$ cat src/rtl/uart_byte_rx_pkg.sv
// Shared UART definitions: frame size, default bit period and receiver FSM states.
package uart_byte_rx_pkg;

    localparam int UART_DATA_BITS        = 8;
    localparam int UART_CLKS_PER_BIT_DEF = 100;

    typedef enum logic [2:0] {
        ST_IDLE  = 3'd0,
        ST_START = 3'd1,
        ST_DATA  = 3'd2,
        ST_STOP  = 3'd3,
        ST_BRK   = 3'd4
    } rx_state_e;

endpackage

$ cat src/rtl/uart_byte_rx_sync.sv
// Two-flop synchronizer for a single asynchronous bit, with a configurable reset value.
module uart_byte_rx_sync #(
    parameter logic RESET_VAL = 1'b1
) (
    input  logic clk,
    input  logic rst,
    input  logic d_i,
    output logic q_o
);

    logic meta_d, meta_q;
    logic sync_d, sync_q;

    // Next value of each synchronizer stage
    always_comb begin
        meta_d = d_i;
        sync_d = meta_q;
    end

    // Synchronizer stages; reset to the line's idle level
    always_ff @(posedge clk) begin
        if (rst) begin
            meta_q <= RESET_VAL;
            sync_q <= RESET_VAL;
        end else begin
            meta_q <= meta_d;
            sync_q <= sync_d;
        end
    end

    assign q_o = sync_q;

endmodule

$ cat src/rtl/uart_byte_rx.sv
// 8N1 UART receiver: start-bit validation, mid-bit sampling, stop-bit check and a
// one-entry valid/ready holding register with framing and overrun pulses.
module uart_byte_rx
    import uart_byte_rx_pkg::*;
#(
    parameter int CLKS_PER_BIT = UART_CLKS_PER_BIT_DEF
) (
    input  logic                      clk,
    input  logic                      rst,
    input  logic                      rx_i,
    output logic [UART_DATA_BITS-1:0] rx_data,
    output logic                      rx_valid,
    input  logic                      rx_ready,
    output logic                      rx_busy,
    output logic                      frame_err,
    output logic                      overrun
);

    localparam int                CNT_W     = $clog2(CLKS_PER_BIT);
    localparam logic [CNT_W-1:0]  HALF_LAST = CNT_W'(CLKS_PER_BIT / 2 - 1);
    localparam logic [CNT_W-1:0]  FULL_LAST = CNT_W'(CLKS_PER_BIT - 1);
    localparam logic [2:0]        IDX_LAST  = 3'(UART_DATA_BITS - 1);

    logic                      rxs;
    rx_state_e                 state_d, state_q;
    logic [CNT_W-1:0]          cnt_d, cnt_q;
    logic [2:0]                idx_d, idx_q;
    logic [UART_DATA_BITS-1:0] shift_d, shift_q;
    logic                      rxs_prev_d, rxs_prev_q;
    logic                      deliver_d, deliver_q;
    logic [UART_DATA_BITS-1:0] data_d, data_q;
    logic                      valid_d, valid_q;
    logic                      ferr_d, ferr_q;
    logic                      ovr_d, ovr_q;

    uart_byte_rx_sync #(
        .RESET_VAL (1'b1)
    ) u_sync (
        .clk (clk),
        .rst (rst),
        .d_i (rx_i),
        .q_o (rxs)
    );

    // Frame FSM: start detect, mid-bit sampling and stop-bit decision
    always_comb begin
        state_d    = state_q;
        cnt_d      = cnt_q;
        idx_d      = idx_q;
        shift_d    = shift_q;
        rxs_prev_d = rxs;
        deliver_d  = 1'b0;
        ferr_d     = 1'b0;
        case (state_q)
            ST_IDLE: begin
                if (rxs_prev_q && !rxs) begin
                    state_d = ST_START;
                    cnt_d   = '0;
                end
            end
            ST_START: begin
                if (cnt_q == HALF_LAST) begin
                    cnt_d = '0;
                    idx_d = '0;
                    // A line back high at mid start bit was only a glitch
                    state_d = rxs ? ST_IDLE : ST_DATA;
                end else begin
                    cnt_d = cnt_q + 1'b1;
                end
            end
            ST_DATA: begin
                if (cnt_q == FULL_LAST) begin
                    cnt_d   = '0;
                    shift_d = {rxs, shift_q[UART_DATA_BITS-1:1]};
                    if (idx_q == IDX_LAST) begin
                        state_d = ST_STOP;
                    end else begin
                        idx_d = idx_q + 1'b1;
                    end
                end else begin
                    cnt_d = cnt_q + 1'b1;
                end
            end
            ST_STOP: begin
                if (cnt_q == FULL_LAST) begin
                    cnt_d = '0;
                    if (rxs) begin
                        deliver_d = 1'b1;
                        state_d   = ST_IDLE;
                    end else begin
                        ferr_d  = 1'b1;
                        state_d = ST_BRK;
                    end
                end else begin
                    cnt_d = cnt_q + 1'b1;
                end
            end
            ST_BRK: begin
                // Only a return to idle level re-arms start detection
                if (rxs) begin
                    state_d = ST_IDLE;
                end
            end
            default: begin
                state_d = ST_IDLE;
            end
        endcase
    end

    // Holding register: consumer handshake and load/overrun decision
    always_comb begin
        data_d  = data_q;
        valid_d = valid_q;
        ovr_d   = 1'b0;
        if (valid_q && rx_ready) begin
            valid_d = 1'b0;
        end
        if (deliver_q) begin
            // Space exists if empty or the current byte is leaving this cycle
            if (!valid_q || rx_ready) begin
                data_d  = shift_q;
                valid_d = 1'b1;
            end else begin
                ovr_d = 1'b1;
            end
        end
    end

    // Control and output registers
    always_ff @(posedge clk) begin
        if (rst) begin
            state_q    <= ST_IDLE;
            cnt_q      <= '0;
            idx_q      <= '0;
            rxs_prev_q <= 1'b1;
            deliver_q  <= 1'b0;
            data_q     <= '0;
            valid_q    <= 1'b0;
            ferr_q     <= 1'b0;
            ovr_q      <= 1'b0;
        end else begin
            state_q    <= state_d;
            cnt_q      <= cnt_d;
            idx_q      <= idx_d;
            rxs_prev_q <= rxs_prev_d;
            deliver_q  <= deliver_d;
            data_q     <= data_d;
            valid_q    <= valid_d;
            ferr_q     <= ferr_d;
            ovr_q      <= ovr_d;
        end
    end

    // Shift register holds only in-flight data, so it needs no reset
    always_ff @(posedge clk) begin
        shift_q <= shift_d;
    end

    assign rx_data   = data_q;
    assign rx_valid  = valid_q;
    assign rx_busy   = (state_q == ST_START) || (state_q == ST_DATA) || (state_q == ST_STOP);
    assign frame_err = ferr_q;
    assign overrun   = ovr_q;

endmodule
$ cat config.mk
export PLATFORM = sky130hd
export DESIGN_NAME = uart_byte_rx
export DESIGN_NICKNAME = d
export VERILOG_FILES = /design/src/rtl/uart_byte_rx_pkg.sv /design/src/rtl/uart_byte_rx_sync.sv /design/src/rtl/uart_byte_rx.sv
export SDC_FILE = /design/constraint.sdc
export NUM_CORES = 1
export LEC_CHECK = 0
export ABC_AREA = 1
export CAP_MARGIN = 20
export CORE_MARGIN = 2
export CORE_UTILIZATION = 55
export CTS_CLUSTER_SIZE = 30
export DETAILED_ROUTE_END_ITERATION = 10
export PLACE_DENSITY = 0.86
export SETUP_SLACK_MARGIN = 0.2
export SLEW_MARGIN = 10
export SYNTH_ARGS = -nofsm -noshare
export SYNTH_HDL_FRONTEND = slang
export SYNTH_SLANG_ARGS = --single-unit
export TNS_END_PERCENT = 10
$ cat constraint.sdc
create_clock -name clk -period 2.19 [get_ports clk]
set_input_delay 0.438 -clock clk [delete_from_list [all_inputs] [get_ports clk]]
set_output_delay 0.438 -clock clk [all_outputs]
set_load 0.01 [all_outputs]
==> metrics, run 1 <==
Yosys top cell area share 0.357; std cell rows 19; Mapped Cells roughly 190; max_slew headroom 0.653; htree depth 2; ys async rst share 0; design internal power 1.19 mW; register area share after synthesis 0.510; crit-path max cell delay ~0.54 ns; Critical Path Start state_q[1]$_SDFFE_PP0P_; P_sw just under 700 µW; wire per inst between 10 and 15 µm; dpl hpwl roughly 2.1 mm; CP endpoint kind output port; startpoint types register; total power per unit cell area 1020 nW/µm²; GP Congestion slightly below 0.9; Fmax ~520 MHz; CTS Root Cell clkbuf_4; area delta synth->final 17.1%; Initial Util 0.575; measured slew at the worst slew-check pin ~0.52 ns; CTS Buffer Depth 2; Synth Register Bits 36; predominant post-synthesis flop cell dfxtp_1; Reg power frac 0.415; status complete, no violations; switch share 0.369; top post-synthesis cells by area dfxtp_1 36%, edfxtp_1 15%, nor2_1 8.8%; HP Class reg -> reg; most frequent cell after synthesis nor2_1; Sink Count 36; die width about 57 µm; Clock Latency Late Sink roughly 0.33 ns; syn avg cell area ~8.5 µm²; Leak between 0.7 and 0.8 nW; EDFF count, synth 8; Post-CTS Setup Bufs 0; Routed WL around 2.8 mm; WP buf/inv 1; post-place instance area 1760 µm²; setup TNS 0 ns; CTS tree done; first-pass GRT wire length slightly below 5 mm; reg-to-reg startpoint cnt_q[0]$_SDFFE_PP0P_; DR pass1 iterations 4; Synthesis Warnings 0; max cap viols 0; Max Clock Skew 0.00945 ns; I/O pin cnt 16; post-synth top area cell dfxtp_1; Tcrit/Tclk final 0.873; CP Data Required Time 1.75 ns; critical path type reg -> out; Final ANT Viol Nets 0; port bufs 15; Crit path max-delay family buffers and inverters; cts hold-fix bufs 0; DRC 0; most frequent CP cell nor2_1; CORE AREA roughly 2700 µm²; GRT Total Usage 0.189; largest net degree at the start of global routing 18; Die H 57.5 µm; Hold Crit Start u_sync.meta_q$_SDFF_PP1_; Max Slew Vio Count 0; ANT cells 0; cts bufs inserted 5; clock-pin slew on the worst setup and hold paths 0.11 ns; post-synth cell types 30; minimum clock period roughly 1.9 ns; RSZ-0062 raised after global routing false; Final Hold Fails 0; vias in the first global route 1104; initial antenna violation count 0; Vias/cell 5.27; Mapped Area about 1600 µm²; Final Net Count 214; Comb pwr share 0.340; Layout fillers 215; Clk pwr share 0.245; IR drop worst, VDD slightly below 1 mV; arrival time at the worst endpoint roughly 1.5 ns; Die ar. about 3300 µm²; via count 1254; initial DRC count 48; Syn Nets 193; GRT Residual Overflow 0; final setup violation count 0; crit path cell chain nor2_1 > nor2_1 > clkdlybuf4s50_1; synth cell count leaders 37 x nor2_1, 28 x dfxtp_1, 22 x nand2_1; slowest CP cell clkdlybuf4s50_1; Final Cell Area approximately 1800 µm²; fraction of layout cells with a size suffix above 1 0.179; Critical Path Fanout Max 6
[power by group through the flow]
stage               combinational, mW  sequential [mW]  clock (mW)
floorplan                       0.516            0.775           0
global placement                0.611            0.785           0
detailed placement              0.634            0.788           0
CTS                             0.637            0.772       0.464
global route                    0.719            0.788       0.488
finish                          0.639            0.780       0.459
[what timing repair did]
action | CTS | global route
resized for setup | 0 | 2
endpoints found under the setup margin | 0 | 1
endpoints found under the hold margin | 0 | 0
[layout make-up]
cell class | count | area [µm²] | area share
clock buffers | 5 | 37.5 | 0.0204
clock inverters | 3 | 42.5 | 0.0231
repair buffers | 16 | 158 | 0.0857
well taps | 31 | 38.8 | 0.0211
multi-input cells | 122 | 666 | 0.362
inverters | 25 | 95.1 | 0.0517
flip-flops and latches | 36 | 803 | 0.436
[cells by family after synthesis]
kind of cell	synth area share
simple gates	0.306
flops	0.510
buf+inv	0.0669
compound gates	0.0693
fa+ha+maj	0.0318
xor+xnor	0.0167
[worst paths after layout]
kind | end | slack [ns] | cells past startpoint
setup / recovery | rx_busy | 0.28 | 3
hold / removal | u_sync.q_o$_SDFF_PP1_ | 0.42 | 1
hold reg to reg | u_sync.q_o$_SDFF_PP1_ | 0.42 | 1
setup reg to reg | shift_q[4]$_DFFE_PP_ | 0.70 | 6
[flip-flops by register name (all words and copies together), names as in the netlist]
signal and cells:
idx_q 3, cnt_q 7, u_sync.q_o 1, shift_q 8, rx_valid 1, state_q 3
u_sync.meta_q 1, frame_err 1, rx_data 8, deliver_q 1, overrun 1, rxs_prev_q 1
[cells in the final DEF (no fill, tap or decap)]
cell type	count
nand3_2	2
nand3b_1	1
nor2_2	3
clkinv_1	1
xor2_1	1
dfxtp_1	26
o21a_1	1
clkinvlp_4	1
nand3_1	8
nand2_4	2
nand2_2	8
o21bai_2	1
or2_2	2
buf_4	1
o21ai_0	9
nor4_1	1
ha_1	4
xnor2_1	2
clkinv_2	2
dfxtp_2	2
inv_2	4
o211ai_1	1
nor2_1	37
nand3_4	1
nor2_4	2
nand4_1	5
nand2_1	22
bufinv_16	1
clkbuf_4	5
inv_1	19
a21oi_1	6
edfxtp_1	8
nor3_1	2
o21bai_1	1
clkdlybuf4s50_1	15
[per-layer routing]
metal / wire (µm) / GRT usage
met3: 130 / 0.0499
met4: 37 / 0.0831
met2: 1340 / 0.281
met1: 1330 / 0.260
met5: 0 / 0
[per-stage QoR]
stage / utilization / total power [mW] / hold slack (ns) / cells / setup WS, ns
after floorplan: - / 1.29 / 0.389 / 185 / 0.630
after global placement: 0.643 / 1.40 / 0.396 / 230 / 0.207
after detailed placement: 0.643 / 1.42 / 0.397 / 230 / 0.161
after CTS: 0.672 / 1.87 / 0.422 / 238 / 0.212
after global routing: 0.673 / 1.99 / 0.428 / 238 / 0.228
final: 0.673 / 1.88 / 0.420 / 238 / 0.278
Note: power is estimated with default switching activity, not from simulation.
==> run 2: changes to the inputs <==
Settings changed: CORE_ASPECT_RATIO from default to 0.9.
==> metrics, run 2 (synthesis gave the netlist of run 1 again) <==
fin util 0.673; startpoint types register; worst hold path endpoint u_sync.q_o$_SDFF_PP1_; clock-pin slew on the worst setup and hold paths 0.11 ns; port bufs 15; CP Data Required Time approximately 1.8 ns; initial DRC count 40; measured slew at the worst slew-check pin about 0.5 ns; std cell rows 18; I/O pin cnt 16; max_slew headroom 0.657; ANT cells 0; RSZ-0062 raised after global routing false; Final Net Count around 220; Clock Latency Late Sink 0.35 ns; most common cell after layout, fill and taps aside nor2_1; WP buf/inv 1; dpl hpwl ~2.3 mm; GP Congestion 0.876; Tcrit/Tclk final 0.777; initial antenna violation count 0; setup TNS 0 ns; CTS Root Cell clkbuf_4; htree depth 2; Post-CTS Setup Bufs 0; Die ar. 3300 µm²; commonest cells after routing, fill and taps aside 37 x nor2_1, 26 x dfxtp_1, 22 x nand2_1; Fmax between 500 and 600 MHz; area delta synth->final 16.7%; vias in the first global route ~1100; total power around 1.8 mW; arrival time at the worst endpoint ~1.3 ns; DRC 0; critical path type reg -> out; Final Cell Area 1830 µm²; DR pass1 iterations 4; Max Slew Vio Count 0; minimum clock period roughly 1.7 ns; Critical Path Fanout Max 2; post-place instance area about 1800 µm²; CP endpoint kind output port; GRT Total Usage 0.225; Sink Count 36; Leak roughly 0.76 nW; Max Clock Skew ~0.014 ns; cts bufs inserted 5; Vias/cell about 5.1; die width between 60 and 70 µm; Initial Util 0.577; fraction of layout cells with a size suffix above 1 0.173; CTS Buffer Depth 2; Worst R2R End state_q[2]$_SDFFE_PP0P_; crit-path max cell delay around 0.55 ns; Crit path max-delay family buffers and inverters; cts hold-fix bufs 0; first-pass GRT wire length slightly above 5 mm; via count approximately 1300; max cap viols 0; Die H 54.7 µm; reg-to-reg startpoint cnt_q[0]$_SDFFE_PP0P_; wire per inst between 10 and 15 µm; status complete, no violations; Final ANT Viol Nets 0; final setup violation count 0; Routed WL approximately 3.2 mm; total power per unit cell area a little under 1000 nW/µm²; Final Hold Fails 0; R2R setup slack between 0.6 and 0.7 ns; hold_ws roughly 0.43 ns; FF-to-FF path depth 10; Hold Crit Start u_sync.meta_q$_SDFF_PP1_; largest net degree at the start of global routing 18; slowest CP cell clkdlybuf4s50_1; Layout fillers ~220; IR drop worst, VDD between 0.8 and 0.9 mV; WHS Path Cells 1; HP Class reg -> reg; CORE AREA approximately 2700 µm²; GRT Residual Overflow 0; crit path cell chain clkdlybuf4s50_1; CTS tree done
[run 2: cell types whose count changed in the layout (fill, tap and decap cells not counted), sizes merged]
cell | previous run | this run
clkbuf | 5 | 6
clkdlybuf4s50 | 15 | 14
bufinv | 1 | 0
buf | 1 | 2
dlymetal6s2s | 0 | 1
[run 2: worst max path at each step]
stage	start	end	cells after the start
floorplan	cnt_q[0]$_SDFFE_PP0P_	shift_q[0]$_DFFE_PP_	5
CTS	state_q[0]$_SDFFE_PP0P_	rx_busy	3
finish	rx_data[2]$_SDFFE_PP0P_	rx_data[2]	1
global route	rx_ready	rx_data[5]$_SDFFE_PP0P_	6
detailed placement	rx_ready	rx_data[5]$_SDFFE_PP0P_	6
global placement	rst	deliver_q$_SDFF_PP0_	4
[run 2: power breakdown]
part	total, mW	internal (mW)	switching (mW)
Sequential	0.782	0.723	0.0588
Combinational	0.664	0.222	0.441
Clock	0.344	0.122	0.222
Total	1.79	1.07	0.722
[run 2: worst register-to-register path, stage by stage (launching register included)]
cell	delay, ns
dfxtp_1	0.43
ha_1	0.24
nand2_1	0.07
inv_1	0.08
nand3_2	0.11
nand2_2	0.10
nand2_4	0.09
nor2_4	0.13
nand2_1	0.08
nand2_1	0.06
nor2_1	0.04
[run 2: layout make-up]
class	count	area [µm²]	share of cell area
clock inverter	2	11.3	0.00614
clock buffer	6	41.3	0.0225
inverter	25	95.1	0.0518
sequential	36	803	0.438
timing repair buffer	17	168	0.0914
multi-input combinational	122	666	0.363
tap	40	50.0	0.0273
[run 2: timing repair]
| action | 4_1_cts | 5_1_grt |
|---|---|---|
| pin swaps | 0 | 0 |
| endpoints found under the setup margin | 1 | 1 |
| gates resized for setup | 1 | 2 |
[run 2: layer usage]
layer / track usage / vias to the layer above / routed length (µm)
met2: 0.373 / 37 / 1590
met1: 0.262 / 594 / 1410
met3: 0.0851 / 4 / 162
li1: - / 637 / -
met5: 0 / - / 0
met4: 0.0963 / 0 / 22
[run 2: metrics by stage]
step / setup slack [ns] / std cells
after floorplan: 0.630 / 185
after global placement: 0.426 / 240
after detailed placement: 0.302 / 240
after CTS: 0.215 / 248
after global routing: 0.427 / 248
final: 0.488 / 248
